$ cat src/rtl/lpf_conv3x3_engine_pkg.sv
// Shared types and constants for the 3x3 streaming filter engine.
package lpf_pkg;

  typedef enum logic [1:0] {
    MODE_BOX     = 2'd0,
    MODE_GAUSS   = 2'd1,
    MODE_PASS    = 2'd2,
    MODE_SHARPEN = 2'd3
  } mode_e;

  typedef enum logic [1:0] {
    ST_IDLE,
    ST_RUN,
    ST_DRAIN,
    ST_DONE
  } state_e;

  localparam int unsigned BOX_MUL   = 7;
  localparam int unsigned BOX_SHR   = 6;
  localparam int unsigned GAUSS_SHR = 4;
  localparam int unsigned DRAIN_CYC = 3;

endpackage

$ cat src/rtl/lpf_conv3x3_engine_if.sv
// Control handshake plus source-read and destination-write BRAM ports of the filter engine.
interface lpf_conv3x3_engine_if #(
  parameter int unsigned PIX_W  = 8,
  parameter int unsigned ADDR_W = 16
) ();

  logic              start;
  logic [1:0]        mode;
  logic              busy;
  logic              done;
  logic              rd_en;
  logic [ADDR_W-1:0] rd_addr;
  logic [PIX_W-1:0]  rd_data;
  logic              wr_en;
  logic [ADDR_W-1:0] wr_addr;
  logic [PIX_W-1:0]  wr_data;

  modport slave (
    input  start, mode, rd_data,
    output busy, done, rd_en, rd_addr, wr_en, wr_addr, wr_data
  );

  modport master (
    output start, mode, rd_data,
    input  busy, done, rd_en, rd_addr, wr_en, wr_addr, wr_data
  );

endinterface

$ cat src/rtl/lpf_conv3x3_engine_line_buffer.sv
// One-row delay line: q_o is the pixel pushed DEPTH pushes before the current one.
module lpf_line_buffer #(
  parameter int unsigned DEPTH = 256,
  parameter int unsigned WIDTH = 8
) (
  input  logic             clk,
  input  logic             en_i,
  input  logic [WIDTH-1:0] d_i,
  output logic [WIDTH-1:0] q_o
);

  logic [WIDTH-1:0] sr_q [DEPTH];

  always_ff @(posedge clk) begin
    if (en_i) begin
      sr_q[0] <= d_i;
      for (int unsigned i = 1; i < DEPTH; i++) begin
        sr_q[i] <= sr_q[i-1];
      end
    end
  end

  assign q_o = sr_q[DEPTH-1];

endmodule

$ cat src/rtl/lpf_conv3x3_engine.sv
// Single-pass 3x3 filter: raster read, two line buffers, kernel select, raster write.
module lpf_conv3x3_engine #(
  parameter int unsigned IMG_W  = 256,
  parameter int unsigned IMG_H  = 256,
  parameter int unsigned PIX_W  = 8,
  parameter int unsigned ADDR_W = 16
) (
  input  logic                 clk,
  input  logic                 rst,
  lpf_conv3x3_engine_if.slave  bus
);

  import lpf_pkg::*;

  localparam int unsigned N_PIX  = IMG_W * IMG_H;
  localparam int unsigned SCAN_W = $clog2(N_PIX + IMG_W + 1);
  localparam int unsigned SUM_W  = PIX_W + 6;
  localparam int unsigned COL_W  = $clog2(IMG_W);
  localparam int unsigned ROW_W  = $clog2(IMG_H);
  localparam logic [SCAN_W-1:0] S_LAST = SCAN_W'(N_PIX + IMG_W);
  localparam logic [SCAN_W-1:0] S_NPIX = SCAN_W'(N_PIX);
  localparam logic [SCAN_W-1:0] S_WARM = SCAN_W'(IMG_W + 1);
  localparam logic [PIX_W-1:0]  PIX_MAX = '1;

  function automatic logic [SUM_W-1:0] ext(input logic [PIX_W-1:0] p);
    return SUM_W'(p);
  endfunction

  state_e              state_q, state_d;
  mode_e               mode_q, mode_d;
  logic [SCAN_W-1:0]   s_q, s_d, iss_s_q, iss_s_d;
  logic [1:0]          drain_q, drain_d;
  logic                iss_vld_q, iss_vld_d, rd_en_q, rd_en_d;
  logic [ADDR_W-1:0]   rd_addr_q, rd_addr_d;

  always_ff @(posedge clk) begin
    if (rst) begin
      state_q   <= ST_IDLE;
      mode_q    <= MODE_BOX;
      s_q       <= '0;
      iss_s_q   <= '0;
      drain_q   <= '0;
      iss_vld_q <= 1'b0;
      rd_en_q   <= 1'b0;
      rd_addr_q <= '0;
    end else begin
      state_q   <= state_d;
      mode_q    <= mode_d;
      s_q       <= s_d;
      iss_s_q   <= iss_s_d;
      drain_q   <= drain_d;
      iss_vld_q <= iss_vld_d;
      rd_en_q   <= rd_en_d;
      rd_addr_q <= rd_addr_d;
    end
  end

  // Slot 0 is issued on the accept edge itself, so RUN starts at slot 1.
  always_comb begin
    state_d   = state_q;
    mode_d    = mode_q;
    s_d       = s_q;
    iss_s_d   = iss_s_q;
    drain_d   = drain_q;
    iss_vld_d = 1'b0;
    rd_en_d   = 1'b0;
    rd_addr_d = rd_addr_q;
    unique case (state_q)
      ST_IDLE: begin
        if (bus.start) begin
          state_d   = ST_RUN;
          mode_d    = mode_e'(bus.mode);
          iss_vld_d = 1'b1;
          iss_s_d   = '0;
          rd_en_d   = 1'b1;
          rd_addr_d = '0;
          s_d       = SCAN_W'(1);
        end
      end
      ST_RUN: begin
        iss_vld_d = 1'b1;
        iss_s_d   = s_q;
        rd_en_d   = (s_q < S_NPIX);
        if (s_q < S_NPIX) rd_addr_d = ADDR_W'(s_q);
        s_d = s_q + SCAN_W'(1);
        if (s_q == S_LAST) begin
          state_d = ST_DRAIN;
          drain_d = '0;
        end
      end
      ST_DRAIN: begin
        drain_d = drain_q + 2'd1;
        if (drain_q == 2'(DRAIN_CYC - 1)) state_d = ST_DONE;
      end
      ST_DONE: state_d = ST_IDLE;
      default: state_d = ST_IDLE;
    endcase
  end

  logic              vld1_q, rd1_q;
  logic [SCAN_W-1:0] s1_q;
  logic [PIX_W-1:0]  pix_in, lb1_q, lb2_q;
  logic [PIX_W-1:0]  t1_q, m1_q, b1_q, t2_q, m2_q, b2_q;
  logic [ADDR_W-1:0] k_q;
  logic [COL_W-1:0]  kc_q;
  logic [ROW_W-1:0]  kr_q;
  logic              wr_en_q;
  logic [ADDR_W-1:0] wr_addr_q;
  logic [PIX_W-1:0]  wr_data_q;
  logic              wr_fire, accept;

  assign pix_in  = rd1_q ? bus.rd_data : '0;
  assign wr_fire = vld1_q && (s1_q >= S_WARM);
  assign accept  = (state_q == ST_IDLE) && bus.start;

  lpf_line_buffer #(.DEPTH(IMG_W), .WIDTH(PIX_W)) u_lb_mid (
    .clk(clk), .en_i(vld1_q), .d_i(pix_in), .q_o(lb1_q)
  );

  lpf_line_buffer #(.DEPTH(IMG_W), .WIDTH(PIX_W)) u_lb_top (
    .clk(clk), .en_i(vld1_q), .d_i(lb1_q), .q_o(lb2_q)
  );

  // Window columns: {lb2_q,lb1_q,pix_in} newest, *1_q centre column, *2_q oldest.
  logic [SUM_W-1:0] sum9, gsum, box_p, pos, neg, diff;
  logic [PIX_W-1:0] kern, res;
  logic             interior;

  always_comb begin
    sum9  = ext(t2_q) + ext(t1_q) + ext(lb2_q) + ext(m2_q) + ext(m1_q)
          + ext(lb1_q) + ext(b2_q) + ext(b1_q) + ext(pix_in);
    gsum  = ext(t2_q) + ext(lb2_q) + ext(b2_q) + ext(pix_in)
          + ((ext(t1_q) + ext(m2_q) + ext(lb1_q) + ext(b1_q)) << 1)
          + (ext(m1_q) << 2);
    box_p = sum9 * SUM_W'(BOX_MUL);
    pos   = ext(m1_q) * SUM_W'(5);
    neg   = ext(t1_q) + ext(b1_q) + ext(m2_q) + ext(lb1_q);
    diff  = '0;
    kern  = m1_q;
    unique case (mode_q)
      MODE_BOX:   kern = PIX_W'(box_p >> BOX_SHR);
      MODE_GAUSS: kern = PIX_W'(gsum >> GAUSS_SHR);
      MODE_PASS:  kern = m1_q;
      MODE_SHARPEN: begin
        if (neg >= pos) begin
          kern = '0;
        end else begin
          diff = pos - neg;
          kern = (diff > ext(PIX_MAX)) ? PIX_MAX : PIX_W'(diff);
        end
      end
      default: kern = m1_q;
    endcase
    interior = (kc_q != '0) && (kc_q != COL_W'(IMG_W - 1))
            && (kr_q != '0) && (kr_q != ROW_W'(IMG_H - 1));
    res = interior ? kern : m1_q;
  end

  always_ff @(posedge clk) begin
    if (rst) begin
      vld1_q    <= 1'b0;
      rd1_q     <= 1'b0;
      s1_q      <= '0;
      t1_q      <= '0;
      m1_q      <= '0;
      b1_q      <= '0;
      t2_q      <= '0;
      m2_q      <= '0;
      b2_q      <= '0;
      k_q       <= '0;
      kc_q      <= '0;
      kr_q      <= '0;
      wr_en_q   <= 1'b0;
      wr_addr_q <= '0;
      wr_data_q <= '0;
    end else begin
      vld1_q  <= iss_vld_q;
      rd1_q   <= rd_en_q;
      s1_q    <= iss_s_q;
      wr_en_q <= wr_fire;
      if (vld1_q) begin
        t2_q <= t1_q;
        m2_q <= m1_q;
        b2_q <= b1_q;
        t1_q <= lb2_q;
        m1_q <= lb1_q;
        b1_q <= pix_in;
      end
      if (accept) begin
        k_q  <= '0;
        kc_q <= '0;
        kr_q <= '0;
      end else if (wr_fire) begin
        wr_addr_q <= k_q;
        wr_data_q <= res;
        k_q       <= k_q + ADDR_W'(1);
        if (kc_q == COL_W'(IMG_W - 1)) begin
          kc_q <= '0;
          kr_q <= (kr_q == ROW_W'(IMG_H - 1)) ? '0 : kr_q + ROW_W'(1);
        end else begin
          kc_q <= kc_q + COL_W'(1);
        end
      end
    end
  end

  assign bus.busy    = (state_q != ST_IDLE);
  assign bus.done    = (state_q == ST_DONE);
  assign bus.rd_en   = rd_en_q;
  assign bus.rd_addr = rd_addr_q;
  assign bus.wr_en   = wr_en_q;
  assign bus.wr_addr = wr_addr_q;
  assign bus.wr_data = wr_data_q;

endmodule

$ cat src/flat_wrapper.sv
// flat-port wrapper written by rule: the top's interface ports become plain ports
module lpf_conv3x3_engine_flat import lpf_pkg::*;
#(
  parameter int unsigned IMG_W  = 256,
  parameter int unsigned IMG_H  = 256,
  parameter int unsigned PIX_W  = 8,
  parameter int unsigned ADDR_W = 16
)
  (clk, rst, bus_start, bus_mode, bus_rd_data, bus_busy, bus_done, bus_rd_en, bus_rd_addr, bus_wr_en, bus_wr_addr, bus_wr_data);
  lpf_conv3x3_engine_if #(.PIX_W(PIX_W), .ADDR_W(ADDR_W)) bus_i ();
  input  logic clk;
  input  logic rst;
  input wire logic [$bits(bus_i.start)-1:0] bus_start;
  input wire logic [$bits(bus_i.mode)-1:0] bus_mode;
  input wire logic [$bits(bus_i.rd_data)-1:0] bus_rd_data;
  output wire logic [$bits(bus_i.busy)-1:0] bus_busy;
  output wire logic [$bits(bus_i.done)-1:0] bus_done;
  output wire logic [$bits(bus_i.rd_en)-1:0] bus_rd_en;
  output wire logic [$bits(bus_i.rd_addr)-1:0] bus_rd_addr;
  output wire logic [$bits(bus_i.wr_en)-1:0] bus_wr_en;
  output wire logic [$bits(bus_i.wr_addr)-1:0] bus_wr_addr;
  output wire logic [$bits(bus_i.wr_data)-1:0] bus_wr_data;
  assign bus_i.start = bus_start;
  assign bus_i.mode = bus_mode;
  assign bus_i.rd_data = bus_rd_data;
  assign bus_busy = bus_i.busy;
  assign bus_done = bus_i.done;
  assign bus_rd_en = bus_i.rd_en;
  assign bus_rd_addr = bus_i.rd_addr;
  assign bus_wr_en = bus_i.wr_en;
  assign bus_wr_addr = bus_i.wr_addr;
  assign bus_wr_data = bus_i.wr_data;
  lpf_conv3x3_engine #(.IMG_W(IMG_W), .IMG_H(IMG_H), .PIX_W(PIX_W), .ADDR_W(ADDR_W)) u_core (.clk(clk), .rst(rst), .bus(bus_i));
endmodule
$ cat config.mk
export PLATFORM = sky130hd
export DESIGN_NAME = lpf_conv3x3_engine_flat
export DESIGN_NICKNAME = d
export VERILOG_FILES = /design/src/rtl/lpf_conv3x3_engine_pkg.sv /design/src/rtl/lpf_conv3x3_engine_if.sv /design/src/rtl/lpf_conv3x3_engine_line_buffer.sv /design/src/rtl/lpf_conv3x3_engine.sv /design/src/flat_wrapper.sv
export SDC_FILE = /design/constraint.sdc
export NUM_CORES = 2
export LEC_CHECK = 0
export CAP_MARGIN = 20
export CORE_MARGIN = 2
export CORE_UTILIZATION = 49
export DETAILED_ROUTE_END_ITERATION = 8
export GPL_TIMING_DRIVEN = 0
export PLACE_DENSITY_LB_ADDON = 0.05
export RECOVER_POWER = 50
export SKIP_LAST_GASP = 1
export SYNTH_ARGS = -nofsm -noshare
export SYNTH_HDL_FRONTEND = slang
export SYNTH_SLANG_ARGS = --single-unit
export TNS_END_PERCENT = 1
$ cat constraint.sdc
create_clock -name clk -period 114.7 [get_ports clk]
set_input_delay 22.94 -clock clk [delete_from_list [all_inputs] [get_ports clk]]
set_output_delay 22.94 -clock clk [all_outputs]
set_load 0.005 [all_outputs]
==> reports/results.tsv <==
stage	metric	value	unit
synth	yosysTopAreaCellShare	90.4	%
global_routing	grt_pass1_vias	48600	
routing	drt_wl_total	185000	um
routing	dr.pass1.iters	5	
routing	drc	0	
cells_and_area	fin_nets	6312	
worst_setup_path	cp_data_arrival_time	29.54	ns
synth	synth-async-reset-ratio	0	%
synth	yosysUniqueCellTypes	66	
synth	synth_compound_area_share	1.36	%
pwr	power.total	3.88	mW
die	die_x	531	um
timing	finalHoldViolCount	0	
pwr	internal-power	2.83	mW
die	ios	57	
place	place_inst	9356	
synth	yosysSeqAreaShare	93.1	%
pwr	clock_power_share	34.2	%
worst_setup_path	crit_top_cell	fa_1	
global_routing	grt_max_degree	81	
worst_setup_path	cpPeakStageDelay	0.62	ns
synth	syn_inst	5531	
worst_setup_path	required	115.47	ns
global_routing	grt_use_total	12.9	%
die	die_h	531	um
worst_setup_path	cpMaxStageDelayCell	fa_1	
timing	min_period	28.77	ns
synth	synth_top_family_by_area	adder cells	
timing	setup_tns	0	ns
cells_and_area	final_cells	10100	
worst_setup_path	endpoint_kind	register	
cells_and_area	areaGrowthSynthToFinish	14.9	%
worst_setup_path	worstSetupPathType	in -> reg	
cells_and_area	fin_util	56.6	%
synth	synth.area.top_cells	edfxtp_1 (90%), dfxtp_1 (2.7%), fa_1 (1.5%), ha_1 (1.2%), inv_1 (0.55%)	
cells_and_area	regArea	127000	um^2
cells_and_area	multi_input_area	8490	um^2
pwr	p_leak	38.9	nW
routing	drt_iter0_markers	4340	
cts	clk_latency	0.92	ns
worst_setup_path	start_kind	primary input	
worst_setup_path	crit_fanout	4	
cts	cts_buffers	420	
flow_run	maxCapViolCount	3	
routing	avgViaCountPerCell	4.88	
cts	clk_path_buf_depth	4	
cells_and_area	fillCellCount	20300	
synth	avgSynthCellArea	24.6	um^2
routing	vias	49400	
cts	cts.clk_slew.worst_paths	0.06	ns
timing	worstMarginPinSlew	3.91	ns
worst_setup_path	crit_family	adder cells	
worst_setup_path	critPathBufInv	4	
timing	holdWs	0.387	ns
synth	muxShareOfSynthArea	0.375	%
synth	synth-xor-area-share	0.599	%
min_path	hold_class	reg -> reg	
cts	cts_resized	0	
die	core_area	276000	um^2
synth	ys.warnings.count	0	
status	status	complete, but fails checks	
cts	cts.htree.levels	5	
die	die_area	282000	um^2
timing	final-setup-viol-count	0	
place	io_buffers	56	
global_routing	overflow	0	
synth	synthSimpleGateAreaFrac	1.28	%
synth	synth_fa_ha_area_share	2.63	%
pwr	irDropWorstVdd	0.121	mV
cts	cts_hold_buf	0	
status	violations	max-capacitance violations, max-slew violations	
synth	synth.ff_latch_count	4278	
synth	synth_edf_count	4096	
timing	slew_viol_final	190	
cts	cts_tree	yes	
place	dp_hpwl	95500	um
timing	max-slew-margin-rel	-160	%
die	start_util	49.3	%
pwr	swShare	27.2	%
synth	mappedNetlistNets	5770	
timing	grt_setup_unrepaired	no	
cts	cts-root-buf	clkbuf_16	
routing	drtAntennaViolNets	0	
timing	fmax	0.0348	GHz
timing	skew	0.0483	ns
cts	cts_sinks	4278	
pwr	power_switching	1.05	mW
synth	synthFlopType	edfxtp_1	
cts	post_cts_buffers	0	
pwr	pwr-share-comb	19.8	%
worst_setup_path	crit_path_cell_trace	clkdlybuf4s50_1 -> nand2_1 -> fa_1 -> fa_1 -> fa_1 -> inv_1 -> ha_1 -> a21o_1 -> a21oi_1 -> o21bai_1 -> a21oi_1 -> o21ai_0 -> xor2_1 -> inv_1 -> fa_1 -> inv_1 -> ha_1 -> or4_1 -> o21ai_0 -> a31oi_1 -> a21o_1 -> a211o_1 -> a32oi_1 -> o41ai_2	
place	gp_congestion	0.779	
cells_and_area	drive_gt1_share	10.6	%
synth	synth_common_cells	edfxtp_1 (4096), inv_1 (200), dfxtp_1 (182)	
synth	synth_area_leader_cell	edfxtp_1	
pwr	seq_power_share	46.0	%
pwr	power.density	24.8	nW/um^2
routing	wl_per_cell	18.3	um
die	rows	193	
global_routing	grt_pass1_wl	285000	um
synth	synth_area	136000	um^2
global_routing	antenna_found_initial	6	
synth	yosysMostFrequentCell	edfxtp_1	
timing	period_share	25.1	%
==> registers in the layout (all words and copies together) (netlist names), 8 cells and up <==
register / count
u_core.u_lb_mid.sr_q: 2048
u_core.u_lb_top.sr_q: 2048
u_core.iss_s_q: 17
u_core.s1_q: 17
u_core.s_q: 17
u_core.bus.rd_addr: 16
u_core.bus.wr_addr: 16
u_core.k_q: 16
u_core.b1_q: 8
u_core.b2_q: 8
u_core.bus.wr_data: 8
u_core.kc_q: 8
u_core.kr_q: 8
u_core.m1_q: 8
u_core.m2_q: 8
u_core.t1_q: 8
u_core.t2_q: 8
==> through the flow <==
| step | setup slack (ns) | cell area [um^2] |
|---|---|---|
| after CTS | 85.96 | 156000 |
| after global routing | 85.56 | 156000 |
| after detailed placement | 84.96 | 143000 |
| final | 85.93 | 156000 |
| after floorplan | 19.55 | 136000 |
| after global placement | -12.21 | 141000 |
==> worst paths after layout <==
path	depth (start not counted)	startpoint	slack (ns)	to
min reg2reg	0	u_core.u_lb_top.sr_q[0][624]$_DFFE_PP_	0.39	u_core.u_lb_top.sr_q[0][632]$_DFFE_PP_
max reg2reg	12	u_core.vld1_q$_SDFF_PP0_	104.97	u_core.u_lb_mid.sr_q[141][5]$_DFFE_PP_
max	24	bus_rd_data[3]	85.93	u_core.bus.wr_data[7]$_SDFFE_PP0P_
min	0	u_core.u_lb_top.sr_q[0][624]$_DFFE_PP_	0.39	u_core.u_lb_top.sr_q[0][632]$_DFFE_PP_
==> power by group through the flow <==
| stage | clock (mW) | combinational [mW] | sequential (mW) |
|---|---|---|---|
| 2_1_floorplan | 0 | 0.478 | 2.83 |
| 6_report | 1.33 | 0.769 | 1.78 |
| 5_1_grt | 1.44 | 0.865 | 1.78 |
| 3_5_place_dp | 0 | 0.766 | 1.82 |
| 4_1_cts | 1.38 | 0.774 | 1.78 |
| 3_3_place_gp | 0 | 0.653 | 3.17 |
==> worst register-to-register path, cell delays in order, from the launching register on <==
cell	delay, ns
dfxtp_1	0.39
clkbuf_1	2.75
clkbuf_1	2.74
buf_16	0.30
buf_16	0.35
buf_16	0.35
buf_12	0.30
buf_16	0.33
buf_16	0.41
buf_16	0.40
buf_16	0.36
buf_16	0.34
buf_16	0.36
==> routing by layer <==
layer / GRT usage [%] / vias to the layer above / share of wire, %
met5: 0 / - / 0
met3: 2.28 / 392 / 3.6
met4: 4.78 / 0 / 2.9
met2: 16.4 / 688 / 39
li1: - / 22800 / -
met1: 21.8 / 25600 / 54
==> placed cells by master (no fill, tap or decap), drive strengths merged, types with 34 or more instances in the layout <==
cell type	n
nand2	88
xnor2	51
nor2b	34
xor2	42
nor2	126
a21oi	102
edfxtp	4096
mux2i	51
inv	219
o21ai	53
ha	126
buf	76
clkbuf	538
dfxtp	182
fa	100
bufinv	38
clkdlybuf4s50	56
clkinv	201
==> final cells by class <==
class                      count  share of cell area [%]
tap                         3705                    2.96
buffer                        43                   0.114
antenna                        3                 0.00480
multi-input combinational   1009                    5.43
clock buffer                 507                    6.97
inverter                     201                   0.483
sequential                  4278                    81.0
timing repair buffer         120                    1.41
clock inverter               267                    1.63
==> logic make-up (layout without fill, tap and decap cells) <==
kind of cell | count (synthesis) | in the layout
buf+inv | 244 | 1138
simple gates | 357 | 357
fa+ha+maj | 226 | 226
compound gates | 282 | 282
mux | 51 | 51
xor+xnor | 93 | 93
other cells | 0 | 3
flops | 4278 | 4278
Note: power is estimated with default switching activity, not from simulation.
